[config.mk]
export PLATFORM = sky130hd
export DESIGN_NAME = vpu_dst_port
export DESIGN_NICKNAME = d
export VERILOG_FILES = /design/src/rtl/vpu_dst_port_pkg.sv /design/src/rtl/vpu_dst_port_packer.sv /design/src/rtl/vpu_dst_port.sv
export SDC_FILE = /design/constraint.sdc
export NUM_CORES = 1
export LEC_CHECK = 0
export BUFFER_PORTS_ARGS = -buffer_cell sky130_fd_sc_hd__buf_2
export CAP_MARGIN = 20
export CORE_AREA = 2 2 163 165
export DETAILED_ROUTE_END_ITERATION = 12
export DIE_AREA = 0 0 165 167
export PLACE_DENSITY = 0.75
export SLEW_MARGIN = 30
export SYNTH_ARGS = -nofsm -noshare
export SYNTH_HDL_FRONTEND = slang
export SYNTH_SLANG_ARGS = --single-unit
export TNS_END_PERCENT = 1
[constraint.sdc]
create_clock -name clk -period 1.8 [get_ports clk]
set_input_delay 0.09 -clock clk [delete_from_list [all_inputs] [get_ports clk]]
set_output_delay 0.09 -clock clk [all_outputs]
set_load 0.005 [all_outputs]
[src/rtl/vpu_dst_port_pkg.sv]
// Shared definitions for the VPU destination (result-to-SRAM) port.
// The write-request struct is also what the SRAM write interface consumes.
package vpu_dst_port_pkg;

    localparam int VPU_SRAM_DATA_WIDTH      = 256;
    localparam int VPU_EXEC_UNIT_DATA_WIDTH = 128;
    localparam int VPU_ADDR_W               = 10;
    localparam int VPU_LEN_W                = 4;
    localparam int DST_BEATS                = VPU_SRAM_DATA_WIDTH / VPU_EXEC_UNIT_DATA_WIDTH;

    typedef enum logic [1:0] {
        IDLE    = 2'd0,
        COLLECT = 2'd1,
        WRITE   = 2'd2,
        DONE    = 2'd3
    } vpu_dst_state_t;

    typedef struct packed {
        logic                           wren;
        logic [VPU_ADDR_W-1:0]          waddr;
        logic [VPU_SRAM_DATA_WIDTH-1:0] wdata;
    } vpu_sram_wreq_t;

endpackage

[src/rtl/vpu_dst_port_packer.sv]
// Packs BEATS result beats into one SRAM word, beat 0 in the LSBs.
// The beat counter wraps to zero on the last beat, so a full word leaves it ready for the next.
module vpu_dst_port_packer
    import vpu_dst_port_pkg::*;
#(
    parameter int EXEC_UNIT_DATA_WIDTH = VPU_EXEC_UNIT_DATA_WIDTH,
    parameter int BEATS                = DST_BEATS
) (
    input  logic                                  clk,
    input  logic                                  rst_n,
    input  logic                                  clr_i,
    input  logic                                  push_i,
    input  logic [EXEC_UNIT_DATA_WIDTH-1:0]       data_i,
    output logic [BEATS*EXEC_UNIT_DATA_WIDTH-1:0] full_word_o,
    output logic                                  last_beat_o
);

    localparam int CW = (BEATS > 1) ? $clog2(BEATS) : 1;

    logic [CW-1:0]                         cnt_q, cnt_d;
    logic [BEATS*EXEC_UNIT_DATA_WIDTH-1:0] pack_q, pack_d;

    assign last_beat_o = (cnt_q == CW'(BEATS - 1));
    assign full_word_o = pack_q;

    always_comb begin
        cnt_d  = cnt_q;
        pack_d = pack_q;
        if (clr_i) begin
            cnt_d  = '0;
            pack_d = '0;
        end else if (push_i) begin
            pack_d[cnt_q*EXEC_UNIT_DATA_WIDTH +: EXEC_UNIT_DATA_WIDTH] = data_i;
            cnt_d = last_beat_o ? '0 : cnt_q + CW'(1);
        end
    end

    always_ff @(posedge clk or negedge rst_n) begin
        if (!rst_n) begin
            cnt_q  <= '0;
            pack_q <= '0;
        end else begin
            cnt_q  <= cnt_d;
            pack_q <= pack_d;
        end
    end

endmodule

[src/rtl/vpu_dst_port.sv]
// VPU destination port: collects result beats into SRAM words and writes them
// to consecutive addresses, then pulses done to the controller.
//
//   state   | meaning
//   IDLE    | waiting for start_i; latches address and word count
//   COLLECT | accepting result beats into the pack buffer
//   WRITE   | holding a packed word on the SRAM write port until wready
//   DONE    | one-cycle completion pulse
module vpu_dst_port
    import vpu_dst_port_pkg::*;
#(
    parameter int SRAM_DATA_WIDTH      = VPU_SRAM_DATA_WIDTH,
    parameter int EXEC_UNIT_DATA_WIDTH = VPU_EXEC_UNIT_DATA_WIDTH,
    parameter int ADDR_W               = VPU_ADDR_W,
    parameter int LEN_W                = VPU_LEN_W
) (
    input  logic                            clk,
    input  logic                            rst_n,
    input  logic                            start_i,
    input  logic                            wvalid_i,
    input  logic [ADDR_W-1:0]               waddr_i,
    input  logic [LEN_W-1:0]                len_i,
    input  logic                            result_valid_i,
    input  logic [EXEC_UNIT_DATA_WIDTH-1:0] result_data_i,
    output logic                            result_ready_o,
    output logic                            sram_wren_o,
    output logic [ADDR_W-1:0]               sram_waddr_o,
    output logic [SRAM_DATA_WIDTH-1:0]      sram_wdata_o,
    input  logic                            sram_wready_i,
    output logic                            busy_o,
    output logic                            done_o
);

    localparam int BEATS = SRAM_DATA_WIDTH / EXEC_UNIT_DATA_WIDTH;

    vpu_dst_state_t state_q, state_d;
    logic [ADDR_W-1:0] addr_q, addr_d;
    logic [LEN_W-1:0]  len_q, len_d;
    logic [LEN_W-1:0]  wcnt_q, wcnt_d;
    logic [LEN_W:0]    wcnt_inc;

    logic                       pk_clr, pk_push, pk_last;
    logic [SRAM_DATA_WIDTH-1:0] pk_word;
    vpu_sram_wreq_t             wreq;

    vpu_dst_port_packer #(
        .EXEC_UNIT_DATA_WIDTH (EXEC_UNIT_DATA_WIDTH),
        .BEATS                (BEATS)
    ) u_packer (
        .clk         (clk),
        .rst_n       (rst_n),
        .clr_i       (pk_clr),
        .push_i      (pk_push),
        .data_i      (result_data_i),
        .full_word_o (pk_word),
        .last_beat_o (pk_last)
    );

    // Compare in one extra bit so len = 2^LEN_W - 1 terminates cleanly.
    assign wcnt_inc = {1'b0, wcnt_q} + (LEN_W+1)'(1);

    always_comb begin
        state_d = state_q;
        addr_d  = addr_q;
        len_d   = len_q;
        wcnt_d  = wcnt_q;
        pk_clr  = 1'b0;
        pk_push = 1'b0;
        unique case (state_q)
            IDLE: begin
                if (start_i) begin
                    addr_d  = waddr_i;
                    len_d   = len_i;
                    wcnt_d  = '0;
                    pk_clr  = 1'b1;
                    state_d = (!wvalid_i || len_i == '0) ? DONE : COLLECT;
                end
            end
            COLLECT: begin
                pk_push = result_valid_i;
                if (result_valid_i && pk_last) state_d = WRITE;
            end
            WRITE: begin
                if (sram_wready_i) begin
                    addr_d  = addr_q + ADDR_W'(1);
                    wcnt_d  = wcnt_inc[LEN_W-1:0];
                    state_d = (wcnt_inc == {1'b0, len_q}) ? DONE : COLLECT;
                end
            end
            DONE: state_d = IDLE;
            default: state_d = IDLE;
        endcase
    end

    always_ff @(posedge clk or negedge rst_n) begin
        if (!rst_n) begin
            state_q <= IDLE;
            addr_q  <= '0;
            len_q   <= '0;
            wcnt_q  <= '0;
        end else begin
            state_q <= state_d;
            addr_q  <= addr_d;
            len_q   <= len_d;
            wcnt_q  <= wcnt_d;
        end
    end

    // Write port is zeroed outside WRITE so nothing stale leaks onto the bus.
    always_comb begin
        wreq       = '0;
        wreq.wren  = (state_q == WRITE);
        if (wreq.wren) begin
            wreq.waddr = addr_q;
            wreq.wdata = pk_word;
        end
    end

    assign sram_wren_o    = wreq.wren;
    assign sram_waddr_o   = wreq.waddr;
    assign sram_wdata_o   = wreq.wdata;
    assign result_ready_o = (state_q == COLLECT);
    assign busy_o         = (state_q != IDLE);
    assign done_o         = (state_q == DONE);

endmodule

# Word level (Yosys, flattened, before mapping)
# Index checks and enable logic that the tools add are counted.
[totals] in_bits=148 reg_bits=277 output_inout_bits=270 word_cells=52
[classes] reduce_logical=11 n_addsub=4 n_shift=2 muxes=22 n_eq_ne=7
[ops] operator="256-bit two-way mux" count=2
[ops] operator="266-bit two-way mux" count=1
[ops] operator="256-bit bitwise mux" count=1
[ops] operator="128-bit by 34-bit variable shift with 256-bit output, first input constant" count=1
[ops] operator="128-bit by 34-bit variable part select with 256-bit output" count=1
[ops] operator="8-bit negation with 34-bit output" count=1
[ops] operator="10-bit two-way mux" count=2
[ops] operator="10-bit one-hot mux with 2 select lines" count=1
[ops] operator="10-bit by 1-bit adder with 10-bit output, second input constant" count=1
[ops] operator="2-bit two-way mux" count=5
[ops] operator="4-bit two-way mux" count=2
[ops] operator="2-bit one-hot mux with 4 select lines" count=1
[ops] operator="4-bit one-hot mux with 2 select lines" count=1
[ops] operator="1-bit two-way mux" count=6
[ops] operator="3-bit AND reduction" count=2
[ops] operator="2-bit nonzero test" count=3
[ops] operator="4-bit by 1-bit adder with 5-bit output, second input constant" count=1
[ops] operator="5-bit by 4-bit equality test with 1-bit output" count=1
[ops] operator="2-bit equality test, second input constant" count=2
[ops] operator="4-bit zero test" count=1
[ops] operator="2-bit by 1-bit != test with 1-bit output, second input constant" count=2
[ops] operator="2-bit by 1-bit equality test with 1-bit output, second input constant" count=1
[ops] operator="2-bit zero test" count=1
[ops] operator="2-bit != test, second input constant" count=1
[ops] operator="5 further kinds" count=5

# Logic depth before layout (Yosys ltp)
[depth] word_depth=5 depth_mapped=9 ltp_nobuf=6

# Cells and area by module
# From an unflattened synthesis, not the netlist that was laid out.
[hier_totals] cells_unflattened=1396 hier_area_um2=14811.7
[by_module_without_submodules] mod="vpu_dst_port_packer" seq_area_each_um2=6431.2 area_each_um2=11810.1 cells_each=975 n_inst=1
[by_module_without_submodules] mod="vpu_dst_port" seq_area_each_um2=500.5 area_each_um2=3001.6 cells_each=421 n_inst=1

# Worst setup path before layout
# No wires, ideal clock.
[synth_timing] path_kind="register -> register" start="register state_q[0]" end="register len_q[0]" n_path_buf=1 arrival_ns=1.391 stages_incl_launch_ff=5 synth_period_minus_slack_ns=1.516 slack_ns=0.284 path_cell_list="dfrtp_1 -> buf_2 -> or2_2 -> nor2_1 -> mux2_2"
[synth_via] elab_chain_cells=2
[synth_rtl] element="start, declared" line="vpu_dst_port.sv:36" source="vpu_dst_state_t state_q, state_d;"
[synth_rtl] element="start signal, assigned" line="vpu_dst_port.sv:102" source="state_q <= state_d;"
[synth_rtl] element="2-bit zero test" line="vpu_dst_port.sv:69" source="unique case (state_q)"
[synth_rtl] element="2-bit AND reduction (no line)"
[synth_rtl] element="end signal, assigned" line="vpu_dst_port.sv:104" source="len_q <= len_d;"
[synth_rtl] element="end, declared" line="vpu_dst_port.sv:38" source="logic [LEN_W-1:0] len_q, len_d;"
# No other way between the ends.
# A chain may end at the register's enable or synchronous reset.

# Final worst setup path
[layout_timing] start="register state_q[0]" end="output port sram_waddr_o[8]"
[layout_via] elab_chain_cells=2
[layout_rtl] element="2-bit equality test" line="vpu_dst_port.sv:112" source="wreq.wren = (state_q == WRITE);"
[layout_rtl] element="266-bit two-way mux" line="vpu_dst_port.sv:113" source="if (wreq.wren) begin"
[layout_rtl] element="end, declared" line="vpu_dst_port.sv:27" source="output logic [ADDR_W-1:0] sram_waddr_o,"
# No other way between the ends.

==> results by group <==
Timing
  • Crit share post-route: 1.08
  • Final setup viols: about 260
  • Clock skew: 17.5 ps
  • Worst-margin pin slew: roughly 450 ps
  • Hold violation count in the final report: 0
  • Fin crit period: 1940 ps
  • Hold WS: 10.3 ps
  • Rel. slew slack: 0.700
  • Fmax achieved: 0.517 GHz
  • Setup tns final: -19220 ps
  • RSZ-0062 raised after global routing: yes
  • Count of pins over their slew limit: 0
  • Setup ws final: -136 ps

Final layout
  • Fin util: 0.698
  • Area Overhead vs Synth: 50.6%
  • Share of post-route cells with drive strength above 1: 0.370
  • Total Nets Final: 1708

Synth
  • Top cells by count, synth: 277 x dfrtp_1, 264 x and2_1, 256 x a22o_1
  • Top FF cell, synth: dfrtp_1
  • Number of synthesized flops with an enable pin: 0
  • Largest family of logic cells by synthesized area: compound AO/OA/AOI/OAI gates
  • Synth top area share: 0.581
  • Synth area leaders: dfrtp_1 58%, a22o_1 19%, and2_1 14%
  • Count leader, synth: dfrtp_1
  • Synth area leader: dfrtp_1
  • Post-synthesis adder-cell area fraction: 0.00210
  • Synth Net Count: about 1200
  • Synth Area in Simple Gates: 0.162
  • Register area share after synthesis: 0.581
  • Share of flip-flops with an asynchronous set or reset: 1.00
  • Synth Area in Compound Gates: 0.208
  • Synth Cell Area: 11900 um^2
  • Synth warn: 0
  • #FFs+latches synth: between 200 and 300
  • Mapped Cells: 1007
  • Average cell area after synthesis: 11.9 um^2
  • Post-Synth XOR/XNOR Area: 0.00440
  • Mux cell area share after synthesis: 0.00461
  • Library cells used by synthesis: 35

Floorplan
  • DIE WIDTH: 165 um
  • Chip height: around 170 um
  • Cell row count: 59
  • I/O pins: 418
  • Placeable Area: 25800 um^2
  • Initial core utilization: 0.463
  • Die area: 27600 um^2

Global routing
  • GRT Total Usage: 0.270
  • Gr ovfl total: 0
  • First-pass GRT wire length: 59200 um
  • Largest net degree at the start of global routing: 76
  • Initial antenna violation count: 1
  • Vias in the first global route: 10900

Worst setup path
  • R2r setup slk: 10 ps
  • CP Cell Sequence: nand2b_4 -> inv_16 -> buf_12 -> buf_6 -> buf_6 -> and2_4 -> buf_6
  • CP startpoint kind: flip-flop
  • WP data required: 1710 ps
  • Top cell by count, worst path: buf_6
  • Crit Path Max Fanout: 8
  • Cells on worst reg2reg path: 5
  • CP Data Arrival Time: 1850 ps
  • Crit path largest cell delay: 410 ps
  • Top cell family by delay on the critical path: buffers and inverters
  • Slowest CP cell: dfrtp_2
  • Setup CP Type: flip-flop to primary output
  • Crit. End Element: primary output
  • CP bufs+invs: 5
  • Cell depth of the worst setup path: 7

Clock network
  • CTS tree: yes
  • Clock Sinks: roughly 280
  • Htree depth: 1
  • Clock root buffer: clkbuf_16
  • Clk buf depth: 3
  • CTS buffer count: 28
  • Clk_lat worst skew: roughly 550 ps
  • CTS clk-pin slew, worst paths: ~60 ps

Pwr
  • PD cells: 1510 nW/um^2
  • Leakage: 9.34 nW
  • Peak VDD IR: 0.805 mV

Drt
  • Number of vias per cell: roughly 5.7
  • Final ANT Viol Nets: 0
  • DRC viols: 0
  • Vias: 10800
  • 1st-iter DRT viols: 948
  • Pre-Repair DR Iteration Count: 5
  • Final wirelength: 40500 um
  • WL per Instance: 21.1 um

Place
  • DP HPWL: 22900 um
  • Place WS: roughly 78 ps
  • Port Buf Inserts: 417
  • Gpl congestion: 0.855

Run status
  • Run status: finished with violations
  • Failing checks: negative setup slack

Min path
  • Hold Crit Depth: 4
  • Worst Hold Class: input port to flip-flop

Flow run
  • Max Cap Violations: 0
-- power by group --
| group | internal (mW) | total, mW | switching (mW) |
|---|---|---|---|
| sequential | 9.24 | 11.2 | 1.97 |
| clock | 4.02 | 6.51 | 2.50 |
| combinational | 5.00 | 9.45 | 4.44 |
-- worst min-delay path, stage by stage --
cell	delay, ps
buf_2	80
nor2_1	40
a41oi_1	160
o22a_1	140
-- cells by family (layout without fill, tap and decap cells) --
logic type | count (synthesis) | in the layout
AND/OR/NAND/NOR | 324 | 324
AO/OA/AOI/OAI | 295 | 295
flip-flops | 277 | 277
buffers and inverters | 98 | 670
XOR/XNOR | 6 | 6
multiplexers | 5 | 5
adder cells (fa/ha/maj) | 2 | 2
other | 0 | 1
-- worst paths after layout --
path | start | end
max | state_q[0]$_DFFE_PN0P_ | sram_waddr_o[8]
min | waddr_i[7] | addr_q[7]$_DFFE_PN0P_
max reg2reg | addr_q[0]$_DFFE_PN0P_ | addr_q[8]$_DFFE_PN0P_
min reg2reg | u_packer.full_word_o[204]$_DFFE_PN0P_ | u_packer.full_word_o[204]$_DFFE_PN0P_
max in group asynchronous | rst_n | state_q[1]$_DFFE_PN0P_
min in group asynchronous | rst_n | u_packer.full_word_o[104]$_DFFE_PN0P_
-- registers in the layout, summed over array words and instances (netlist names) --
register              cells
addr_q                   10
len_q                     4
state_q                   2
u_packer.full_word_o    256
u_packer.last_beat_o      1
wcnt_q                    4
-- per-layer routing --
metal,global-route usage,part of all wire,up-vias
li1,-,-,4691
met2,0.463,0.50,584
met3,0.0511,0.071,128
met5,0,0,-
met1,0.337,0.39,5429
met4,0.107,0.041,0
-- per-stage QoR --
step | area, um^2 | instances | total power [mW]
final | 18000 | 1915 | 27.2
after global routing | 18000 | 1915 | 28.5
after CTS | 17300 | 1905 | 26.2
after detailed placement | 14500 | 1696 | 18.9
after global placement | 14500 | 1696 | 18.7
after floorplan | 11900 | 1007 | 15.8
-- area by class of cell --
cell class,instances,area (um^2)
Fill cell,1749,7780
Sequential cell,277,6930
Timing Repair Buffer,612,4800
Multi-Input combinational cell,632,4730
Clock buffer,41,861
Tap cell,335,419
Clock inverter,10,181
Inverter,6,38.8
Timing Repair inverter,1,16.3
Antenna cell,1,2.50
-- layout by cell type (no fill, tap or decap), types with 13 or more instances in the layout --
| cell type | Yosys | final |
|---|---|---|
| a21oi_1 | 14 | 14 |
| nor2_1 | 15 | 13 |
| buf_2 | 62 | 363 |
| a22o_1 | 256 | 256 |
| dfrtp_1 | 277 | 275 |
| buf_12 | 0 | 22 |
| and2_4 | 0 | 53 |
| nand2_1 | 19 | 19 |
| buf_6 | 0 | 57 |
| clkbuf_16 | 0 | 35 |
| and2_1 | 264 | 211 |
| dlygate4sd3_1 | 0 | 146 |
-- timing repair --
| item | 4_1_cts | 5_1_grt |
|---|---|---|
| endpoints found under the hold margin | 553 | 0 |
| gates resized for setup | 37 | 103 |
| cloned | 4 | 6 |
| pin swaps | 26 | 43 |
| setup endpoints to repair | 267 | 269 |
| buffers inserted | 8 | 3 |
| hold buffers | 146 | 0 |
Power figures use the tool's default switching activity.
